==> src/rtl/mem_ctrl.sv <==
// Byte-serial memory controller that arbitrates instruction fetches and LSU accesses onto one byte-wide RAM port.
// Multi-byte accesses are serialised little-endian. Rollback cancels fetches and loads; stores always complete.
module mem_ctrl #(
    parameter int RAM_ADDR_WIDTH = 17
) (
    input  logic                      clk,
    input  logic                      rst,
    input  logic                      in_rollback,
    input  logic                      in_fetch_ena,
    input  logic [31:0]               in_fetch_addr,
    output logic                      out_fetch_ready,
    output logic [31:0]               out_fetch_data,
    input  logic                      in_ls_ena,
    input  logic                      in_ls_iswrite,
    input  logic [31:0]               in_ls_addr,
    input  logic [2:0]                in_ls_size,
    input  logic [31:0]               in_ls_data,
    output logic                      out_ls_ready,
    output logic [31:0]               out_ls_data,
    output logic [RAM_ADDR_WIDTH-1:0] out_ram_addr,
    output logic                      out_ram_wr,
    output logic [7:0]                out_ram_data,
    input  logic [7:0]                in_ram_data
);
    typedef enum logic [1:0] {IDLE, READ, WRITE} state_t;

    typedef struct packed {
        logic [31:0] addr;
        logic [31:0] data;
        logic [2:0]  size;
        logic        wr;
    } req_t;

    state_t      state_q;
    req_t        cur_q, fslot_q, lslot_q;
    logic        fpend_q, lpend_q, cur_fetch_q;
    logic [2:0]  cnt_q;
    logic [31:0] asm_q;

    function automatic logic [RAM_ADDR_WIDTH-1:0] ram_addr(input logic [31:0] base, input logic [2:0] c);
        return RAM_ADDR_WIDTH'(base + {29'd0, c});
    endfunction

    function automatic logic [7:0] lane_byte(input logic [31:0] d, input logic [1:0] c);
        logic [31:0] s;
        s = d >> {c, 3'b000};
        return s[7:0];
    endfunction

    logic [2:0]  ls_size_d, cnt_inc;
    logic [1:0]  lane_d;
    req_t        fnew_d, lnew_d, fslot_d, lslot_d, start_d;
    logic        fpend_d, lpend_d, start_fetch_d;
    logic [31:0] asm_d;

    // Slot view as seen at this edge: includes this cycle's pulse and rollback effects.
    always_comb begin
        ls_size_d     = (in_ls_size == 3'd1 || in_ls_size == 3'd2) ? in_ls_size : 3'd4;
        fnew_d        = '{addr: in_fetch_addr, data: 32'd0, size: 3'd4, wr: 1'b0};
        lnew_d        = '{addr: in_ls_addr, data: in_ls_data, size: ls_size_d, wr: in_ls_iswrite};
        fpend_d       = (fpend_q | in_fetch_ena) & ~in_rollback;
        fslot_d       = fpend_q ? fslot_q : fnew_d;
        lpend_d       = (lpend_q & ~(in_rollback & ~lslot_q.wr))
                      | (in_ls_ena & ~(in_rollback & ~in_ls_iswrite));
        lslot_d       = lpend_q ? lslot_q : lnew_d;
        start_fetch_d = ~lpend_d;
        start_d       = lpend_d ? lslot_d : fslot_d;
        cnt_inc       = cnt_q + 3'd1;
        lane_d        = cnt_q[1:0] - 2'd1;
        asm_d         = asm_q;
        // The RAM byte seen now belongs to the address issued one cycle earlier.
        if (cnt_q != 3'd0)
            asm_d[{lane_d, 3'b000} +: 8] = in_ram_data;
    end

    always_ff @(posedge clk or negedge rst) begin
        if (!rst) begin
            state_q         <= IDLE;
            cur_q           <= '0;
            fslot_q         <= '0;
            lslot_q         <= '0;
            fpend_q         <= 1'b0;
            lpend_q         <= 1'b0;
            cur_fetch_q     <= 1'b0;
            cnt_q           <= 3'd0;
            asm_q           <= 32'd0;
            out_fetch_ready <= 1'b0;
            out_fetch_data  <= 32'd0;
            out_ls_ready    <= 1'b0;
            out_ls_data     <= 32'd0;
            out_ram_addr    <= '0;
            out_ram_wr      <= 1'b0;
            out_ram_data    <= 8'd0;
        end else begin
            out_fetch_ready <= 1'b0;
            out_ls_ready    <= 1'b0;
            fpend_q         <= fpend_d;
            lpend_q         <= lpend_d;
            fslot_q         <= fslot_d;
            lslot_q         <= lslot_d;
            case (state_q)
                IDLE: begin
                    if (lpend_d || fpend_d) begin
                        cur_q        <= start_d;
                        cur_fetch_q  <= start_fetch_d;
                        cnt_q        <= 3'd0;
                        asm_q        <= 32'd0;
                        out_ram_addr <= ram_addr(start_d.addr, 3'd0);
                        out_ram_wr   <= start_d.wr;
                        out_ram_data <= start_d.wr ? start_d.data[7:0] : 8'd0;
                        state_q      <= start_d.wr ? WRITE : READ;
                        if (start_fetch_d) fpend_q <= 1'b0;
                        else               lpend_q <= 1'b0;
                    end
                end
                READ: begin
                    if (in_rollback) begin
                        state_q      <= IDLE;
                        cnt_q        <= 3'd0;
                        out_ram_addr <= '0;
                    end else if (cnt_q == cur_q.size) begin
                        state_q      <= IDLE;
                        cnt_q        <= 3'd0;
                        out_ram_addr <= '0;
                        if (cur_fetch_q) begin
                            out_fetch_ready <= 1'b1;
                            out_fetch_data  <= asm_d;
                        end else begin
                            out_ls_ready <= 1'b1;
                            out_ls_data  <= asm_d;
                        end
                    end else begin
                        asm_q        <= asm_d;
                        cnt_q        <= cnt_inc;
                        out_ram_addr <= ram_addr(cur_q.addr, cnt_inc);
                    end
                end
                WRITE: begin
                    if (cnt_inc == cur_q.size) begin
                        state_q      <= IDLE;
                        cnt_q        <= 3'd0;
                        out_ram_addr <= '0;
                        out_ram_wr   <= 1'b0;
                        out_ram_data <= 8'd0;
                        out_ls_ready <= 1'b1;
                    end else begin
                        cnt_q        <= cnt_inc;
                        out_ram_addr <= ram_addr(cur_q.addr, cnt_inc);
                        out_ram_data <= lane_byte(cur_q.data, cnt_inc[1:0]);
                    end
                end
                default: state_q <= IDLE;
            endcase
        end
    end
endmodule

==> config.mk <==
export PLATFORM = sky130hd
export DESIGN_NAME = mem_ctrl
export DESIGN_NICKNAME = d
export VERILOG_FILES = /design/src/rtl/mem_ctrl.sv
export SDC_FILE = /design/constraint.sdc
export NUM_CORES = 1
export LEC_CHECK = 0
export CORE_UTILIZATION = 43
export DETAILED_ROUTE_END_ITERATION = 10
export PLACE_DENSITY = 0.78
export SLEW_MARGIN = 20
export SYNTH_ARGS = -nofsm -noshare
export SYNTH_HDL_FRONTEND = slang
export SYNTH_SLANG_ARGS = --single-unit
==> constraint.sdc <==
create_clock -name clk -period 2.5 [get_ports clk]
set_input_delay 0.5 -clock clk [delete_from_list [all_inputs] [get_ports clk]]
set_output_delay 0.5 -clock clk [all_outputs]
set_load 0.05 [all_outputs]
# After elaboration in Yosys (flattened, before gate mapping)
# Index checks and enable logic that the tools add are counted.
# totals
input_bits	113
out_inout_bits	92
wordCells	118
ff_bits	320
# classes
eq_ne	11
n_reduce_logical	15
n_mux	47
bitwise	14
n_addsub	4
n_shift	3
# ops
operator	count
2-to-1 mux 68 bit	2
2-to-1 mux 32 bit	4
2-to-1 mux 17 bit	4
one-hot mux 32 bit (2 select lines)	1
2-to-1 mux 53 bit	1
one-hot mux 17 bit (3 select lines)	1
bitwise mux 32 bit	1
variable shift 8 x 7 -> 32 bit, first input constant	1
indexed part select 8 x 7 -> 32 bit	1
right shift 32 x 5 -> 8 bit	1
2-to-1 mux 8 bit	3
adder 17 x 3 -> 17 bit	1
one-hot mux 8 bit (2 select lines)	1
2-to-1 mux 1 bit	15
2-to-1 mux 3 bit	5
AND reduction 4 bit	3
2-to-1 mux 2 bit	5
one-hot mux 3 bit (3 select lines)	1
!= test 2 bit, second input constant	4
negator 5 -> 7 bit	1
inverter 1 bit	7
equality test 3 bit	2
one-hot mux 2 bit (3 select lines)	1
AND reduction 2 bit	3
15 further kinds	25

# Longest topological paths before layout
# Gate-level depths: netlist of the first run.
# depth
depth_word	9
mapped_depth	11
ltp_nobuf	8

# Worst setup path before layout of the first run
# OpenSTA, ideal clock, no wires.
# synth_path
kind	register -> register
start	reg cnt_q[0]
end	reg out_ram_addr[15]
setup_ns	0.101
arrival_time_ns	2.620
path_stages_with_launch	11
synth_period_minus_slack_ns	2.721
slack_ns	-0.221
path_buffers	2
cell_sequence	dfrtp_1 > buf_2 > buf_2 > inv_1 > ha_1 > ha_1 > a211oi_1 > nor2_1 > nand2_1 > xor2_1 > o32ai_1
# synth_via
elab_chain_cells	5
# synth_rtl
element	line	source
start: declaration	37	logic [2:0] cnt_q;
start signal: assignment	134	cnt_q <= cnt_inc;
start signal: assignment	147	cnt_q <= cnt_inc;
adder 3 x 1 -> 3 bit	68	cnt_inc = cnt_q + 3'd1;
adder 17 x 3 -> 17 bit	41	return RAM_ADDR_WIDTH'(base + {29'd0, c});
2-to-1 mux 17 bit	121	end else if (cnt_q == cur_q.size) begin
2-to-1 mux 17 bit	117	if (in_rollback) begin
one-hot mux 17 bit (3 select lines) *	101	case (state_q)
end signal: assignment	108	out_ram_addr <= ram_addr(start_d.addr, 3'd0);
end signal: assignment	135	out_ram_addr <= ram_addr(cur_q.addr, cnt_inc);
end signal: assignment	148	out_ram_addr <= ram_addr(cur_q.addr, cnt_inc);
end: declaration	20	output logic [RAM_ADDR_WIDTH-1:0] out_ram_addr,
# Every way passes the cells marked *; elsewhere a longest branch is shown, timed or not.
# A chain may end at the register's enable or synchronous reset.

# Final worst setup path of the first run
# layout_path
start	reg cnt_q[0]
end	reg out_ram_addr[14]
# Same word-level chain as after synthesis.

==> metrics.txt, run 1 <==
GRT Residual Overflow 0; met2 wire length 15.4 mm; Antenna Cells 0; leading cell type in the layout, fill and taps excluded dfrtp_1; Arrival @ worst endpoint 2800 ps; highest metal used met5; post-synthesis simple-gate area fraction 12.1%; max-slew violation count 0; RSZ-0062 raised after global routing no; Setup-failing EPs final 0; Comb power frac 41.9%; DRC 0; required time of the worst setup path 2940 ps; CORE AREA 29600 um2; number of synthesized flops with an enable pin 0; fmax 423 MHz; Net Switching 0.00770 W; met1 wire length 13.7 mm; Mapped Cells 1176; post-route design area 16500 um2; Lkg Pwr 7.24 nW; Finished Layout Cells 1764; sequential share of the synthesized area 56.0%; Switching Fraction 39.0%; htree depth 1; clk_skew 11.6 ps; hpwl dp 22.0 mm; largest net degree at the start of global routing 71; ANT nets after route 0; XOR/XNOR Fraction of Synth Area 1.59%; Hold WC Path Type in2async; minimum clock period 2370 ps; max_slew headroom 39.2%; DR pass1 iterations 5; Yosys cell types 55; Skew-Pair Late Insertion Delay 550 ps; number of I/O pins 205; Post-Syn Area 13000 um2; GRT Util Overall 21.0%; Clock Path Buffers 3; Post-Synth Adder-Cell Area 1.31%; crit-path cells inv_1 > ha_4 > buf_4 > xnor2_1 > a31oi_4 > o21ai_4 > buf_12 > o221ai_1 > o21a_1; Tcrit/Tclk final 94.7%; vias per cell 5.45; pwr/cell area 1190 nW/um2; Critical Path Max Stage Delay 420 ps; Synth Area in Compound Gates 11.2%; clock network fraction of design power 24.3%; Fin. Hold Viols 0; DR vias 9619; Fillers 2525; largest family of logic cells by synthesized area multiplexers; Mapped Avg Cell Area 11.0 um2; initial DRC count 750; Setup CP Type reg2reg; sequential power share 33.8%; critical path startpoint category flop; Die Width 176 um; Site Rows 63; Clk pin slew, worst setup/hold paths 60 ps; first-pass GRT wire length 51.8 mm; Area after DPL 15400 um2; Critical Path Sink Type flop; WL per Instance 18.0 um; PortBufs 174; async set-reset flop share out of synthesis 100%; CTS Sinks 290; total power 0.0197 W; Layout area overhead 27.3%; routed wire length 31.8 mm; highest net fanout along the worst path 19; via count of the first global-routing pass 9762; antenna violations before repair 1; final net count 1478; Initial Utilization 43.7%; DP Worst Slack -2.81 ps; total CTS buffers 30; mux cell area share after synthesis 14.0%; flops & latches, synth 290; Worst Tran Pin Value 902 ps; Ys Warns 0; metal3 WL 1.89 mm; placed insts 1709; Top FF cell, synth dfrtp_1; Int Power 0.0120 W; IR drop worst, VDD 0.821 mV; TritonCTS clock tree yes; commonest non-fill, non-tap cells in the layout dfrtp_1 (288), clkdlybuf4s50_1 (173), nand2_1 (147); CTS Root Cell clkbuf_16; outcome finished, final reports clean; Max-Cap Viols 0; layout cell share with drive strength beyond 1 16.0%; Final WS setup 133 ps; global placement routability congestion 0.858; Die Ht 176 um; slowest CP cell dfrtp_1; Net Count, Synth 1302; die area 30800 um2
-- per-stage QoR --
stage / TNS (ps) / hold slack, ps / util (%)
after global routing: 0 / 505 / 55.7
after detailed placement: -4.50 / 456 / 52.0
after floorplan: 0 / 204 / -
after CTS: 0 / 484 / 55.6
final: 0 / 468 / 55.7
after global placement: 0 / 447 / 52.0
-- repair_timing --
action,4_1_cts,5_1_grt
buffers inserted,0,0
hold buffers,1,0
endpoints found under the setup margin,0,20
resized for setup,0,5
hold endpoints to repair,53,0
-- sequential cells by signal, indices dropped and copies added (netlist names), 3 cells and up --
register,count
fslot_q,53
lslot_q,53
cur_q,52
asm_q,32
out_fetch_data,32
out_ls_data,32
out_ram_addr,17
out_ram_data,8
cnt_q,3
-- cells by family after synthesis --
| group | count (synthesis) |
|---|---|
| simple gates | 347 |
| flops | 290 |
| compound gates | 234 |
| mux | 159 |
| buf+inv | 111 |
| xor+xnor | 22 |
| fa+ha+maj | 13 |
-- power groups by stage --
stage	Sequential, W	Clock, W	Combinational, W
6_report	0.00667	0.00479	0.00826
5_1_grt	0.00678	0.00508	0.00892
4_1_cts	0.00666	0.00490	0.00827
3_5_place_dp	0.00673	0	0.00822
3_3_place_gp	0.00667	0	0.00802
2_1_floorplan	0.00791	0	0.00424
-- metal layers --
metal	vias to the layer above	global-route usage [%]
li1	4431	-
met5	-	0
met4	2	6.56
met2	300	34.4
met1	4825	28.5
met3	61	3.61
-- worst paths after layout --
check	from	endpoint	slack [ps]	cells after the start
worst min register to register	asm_q[22]	asm_q[22]	480	2
worst max-delay path	cnt_q[0]	out_ram_addr[14]	130	9
worst min-delay path	rst	lslot_q[41]	470	2
worst max register to register	cnt_q[0]	out_ram_addr[14]	130	9
min in group clk	asm_q[22]	asm_q[22]	480	2
max in group asynchronous	rst	out_ls_data[24]	1240	3
-- final cells by class --
type	instances	area, um2	area share, %
timing repair buffer	218	2250	13.7
inverter	37	139	0.842
clock inverter	12	216	1.31
clock buffer	42	847	5.13
tap	390	488	2.96
sequential	290	7260	44.0
multi-input combinational	775	5290	32.1
-- synthesized netlist by cell type, drive strengths merged, types with 2 or more instances --
master,count,area share [%]
a21o,4,0.23
a22o,18,1.2
nor2,89,2.6
nand3,9,0.35
o32ai,3,0.20
clkbuf,32,0.93
nand2,148,4.3
o21ai,110,4.3
o22a,10,0.68
o211ai,3,0.17
o21ba,2,0.15
buf,42,1.7
xor2,6,0.41
and4,2,0.14
o2bb2ai,2,0.14
o31ai,10,0.58
inv,36,1.0
nand2b,3,0.14
nand4,23,1.1
nor4,5,0.29
mux2i,50,3.9
ha,12,1.2
a21oi,38,1.5
or3,3,0.14
o221ai,5,0.34
dfrtp,290,56
a31oi,15,0.89
o21a,5,0.29
mux4,8,1.4
nor2b,10,0.48
mux2,101,8.8
xnor2,15,1.0
o31a,3,0.20
and2,41,2.0
o21bai,2,0.12
and3,2,0.097
nor3,10,0.39
-- critical path: cells and delay by family, from the launching register on --
kind / cells / cell delay (ps)
flip-flops: 1 / 420
XOR/XNOR: 1 / 320
AO/OA/AOI/OAI: 4 / 630
buffers and inverters: 3 / 600
adder cells (fa/ha/maj): 1 / 260
Note: power is estimated with default switching activity, not from simulation.
==> run 2: changes to the inputs <==
Settings changed: CORE_UTILIZATION 43 to 30, PLACE_DENSITY 0.78 to 0.6.
==> run 2 against run 1 <==
Combinational power up 0.7%. Largest power group unchanged. Hold slack better by 2.4 ps. Highest routed layer unchanged. Sequential power about the same. Non-clock buffer count up 9. Design area up 2.4%. Cell count up 11%. Clock power up 7.7%. Via count down 2.6%. Critical path type unchanged.
==> metrics.txt, run 2 (synthesis results as in run 1) <==
outcome finished, final reports clean; Worst Hold Depth 1; max_slew headroom 36.3%; Die Width 210 um; buffer and inverter count on the worst path 0; Critical Path Sink Type flop; CORE AREA 42300 um2; CTS Root Cell clkbuf_16; htree depth 2; WL per Instance 17.1 um; die area 44000 um2; pwr/cell area 1190 nW/um2; clk_skew 23.1 ps; WHS Endpoint fslot_q[3]; DR pass1 iterations 5; Critical Path Max Stage Delay 440 ps; GRT Util Overall 15.8%; min-delay src fslot_q[3]; first-pass GRT wire length 54.4 mm; commonest non-fill, non-tap cells in the layout dfrtp_1 (288), clkdlybuf4s50_1 (173), nand2_1 (147); routed wire length 33.7 mm; final hold slack 470 ps; Site Rows 75; crit path from cnt_q[1]; critical path startpoint category flop; cells on worst reg2reg path 8; ANT nets after route 0; minimum clock period 2350 ps; largest net degree at the start of global routing 65; DR vias 9368; Fillers 4129; GRT Residual Overflow 0; Max-Cap Viols 0; initial DRC count 647; total CTS buffers 35; Largest regs fslot_q: 53 flops, lslot_q: 53 flops, cur_q: 52 flops; via count of the first global-routing pass 9594; setup TNS 0 ps; Clock Path Buffers 3; layout cell share with drive strength beyond 1 17.0%; most used cell along the critical path ha_1; Arrival @ worst endpoint 2810 ps; DRC 0; Tcrit/Tclk final 94.0%; top cell family by delay on the critical path simple AND/OR/NAND/NOR gates; Worst Tran Pin Value 955 ps; Setup-failing EPs final 0; Fin. Hold Viols 0; hpwl dp 23.8 mm; required time of the worst setup path 2960 ps; Skew-Pair Late Insertion Delay 530 ps; Clk pin slew, worst setup/hold paths 60 ps; Setup CP Type reg2reg; final net count 1492; Initial Utilization 30.6%; PortBufs 174; Lkg Pwr 7.34 nW; CTS Sinks 290; slowest CP cell dfrtp_1; RSZ-0062 raised after global routing yes; vias per cell 4.77; Layout area overhead 30.3%; leading cell type in the layout, fill and taps excluded dfrtp_1; Hold WC Path Type reg2reg; R2R setup slack 150 ps; crit-path cells ha_1 > xor2_1 > ha_1 > nor2_1 > or2_2 > or3_1 > a21oi_1 > o22a_1; Die Ht 210 um; reg2reg end out_ram_addr[13]; antenna violations before repair 4; max-slew violation count 0; highest net fanout along the worst path 6; number of I/O pins 205; TritonCTS clock tree yes; fmax 425 MHz; IR drop worst, VDD 0.706 mV; reg-to-reg startpoint cnt_q[1]; global placement routability congestion 0.831
[run 2: cell types whose count changed in the layout (fill, tap and decap cells not counted), sizes merged, moves of 2 or more]
cell / before / now
buf: 44 / 53
clkinv: 6 / 4
clkbuf: 42 / 48
diode: 0 / 2
bufinv: 6 / 4
[run 2: final cells by class]
| class | count | area, um2 | share of cell area [%] |
|---|---|---|---|
| Sequential cell | 290 | 7260 | 43.0 |
| Inverter | 37 | 139 | 0.822 |
| Timing Repair Buffer | 227 | 2310 | 13.7 |
| Multi-Input combinational cell | 775 | 5300 | 31.3 |
| Clock inverter | 10 | 159 | 0.941 |
| Clock buffer | 48 | 1000 | 5.95 |
| Tap cell | 577 | 722 | 4.27 |
| Antenna cell | 2 | 5.00 | 0.0296 |
[run 2: stage by stage]
stage | utilization (%) | instance area (um2) | std cells | setup WS [ps] | total power, W
global route | 39.9 | 16900 | 1965 | -13.0 | 0.0214
CTS | 39.9 | 16900 | 1964 | 103 | 0.0204
global placement | 37.1 | 15700 | 1905 | 32.4 | 0.0150
finish | 39.9 | 16900 | 1966 | 149 | 0.0201
floorplan | - | 13000 | 1176 | 36.8 | 0.0121
detailed placement | 37.1 | 15700 | 1905 | -18.7 | 0.0151
[run 2: what timing repair did]
| action | CTS | global route |
|---|---|---|
| resized for setup | 0 | 4 |
| hold buffers | 1 | 0 |
| setup endpoints to repair | 0 | 16 |
| buffers inserted | 0 | 0 |
| endpoints found under the hold margin | 57 | 0 |
[run 2: routing by layer]
| layer | global-route usage (%) | part of all wire (%) | up-vias |
|---|---|---|---|
| li1 | - | - | 4474 |
| met1 | 21.6 | 47 | 4614 |
| met2 | 24.9 | 46 | 214 |
| met3 | 3.20 | 4.3 | 62 |
| met4 | 5.08 | 2.5 | 4 |
| met5 | 0 | 0.086 | - |
[run 2: worst max path at each step]
| stage | slack (ps) | depth (start not counted) | end |
|---|---|---|---|
| CTS | 100 | 7 | asm_q[29] |
| global placement | 30 | 6 | out_ram_data[0] |
| floorplan | 40 | 10 | out_ram_addr[13] |
| detailed placement | -20 | 6 | out_ram_data[2] |
| finish | 150 | 8 | out_ram_addr[13] |
| global route | -10 | 8 | out_ram_addr[13] |
[run 2: worst register-to-register path, delay by kind of cell, from the launching register on]
kind,cells,cell delay [ps]
AOI/OAI and AO/OA,2,330
xor gates and xnor gates,1,170
adders and majority gates,2,610
DFF,1,440
and+or+nand+nor,3,740
[run 2: where the power goes]
part | switching (W) | internal, W
combinational | 0.00508 | 0.00324
clock | 0.00195 | 0.00321
sequential | 0.000792 | 0.00588
total | 0.00782 | 0.0123
==> run 3: changes to the inputs <==
Settings changed: CTS_CLUSTER_DIAMETER set to 200.
==> results of run 3 <==
No change in the layout: final DEF, timing and power equal those of run 2.
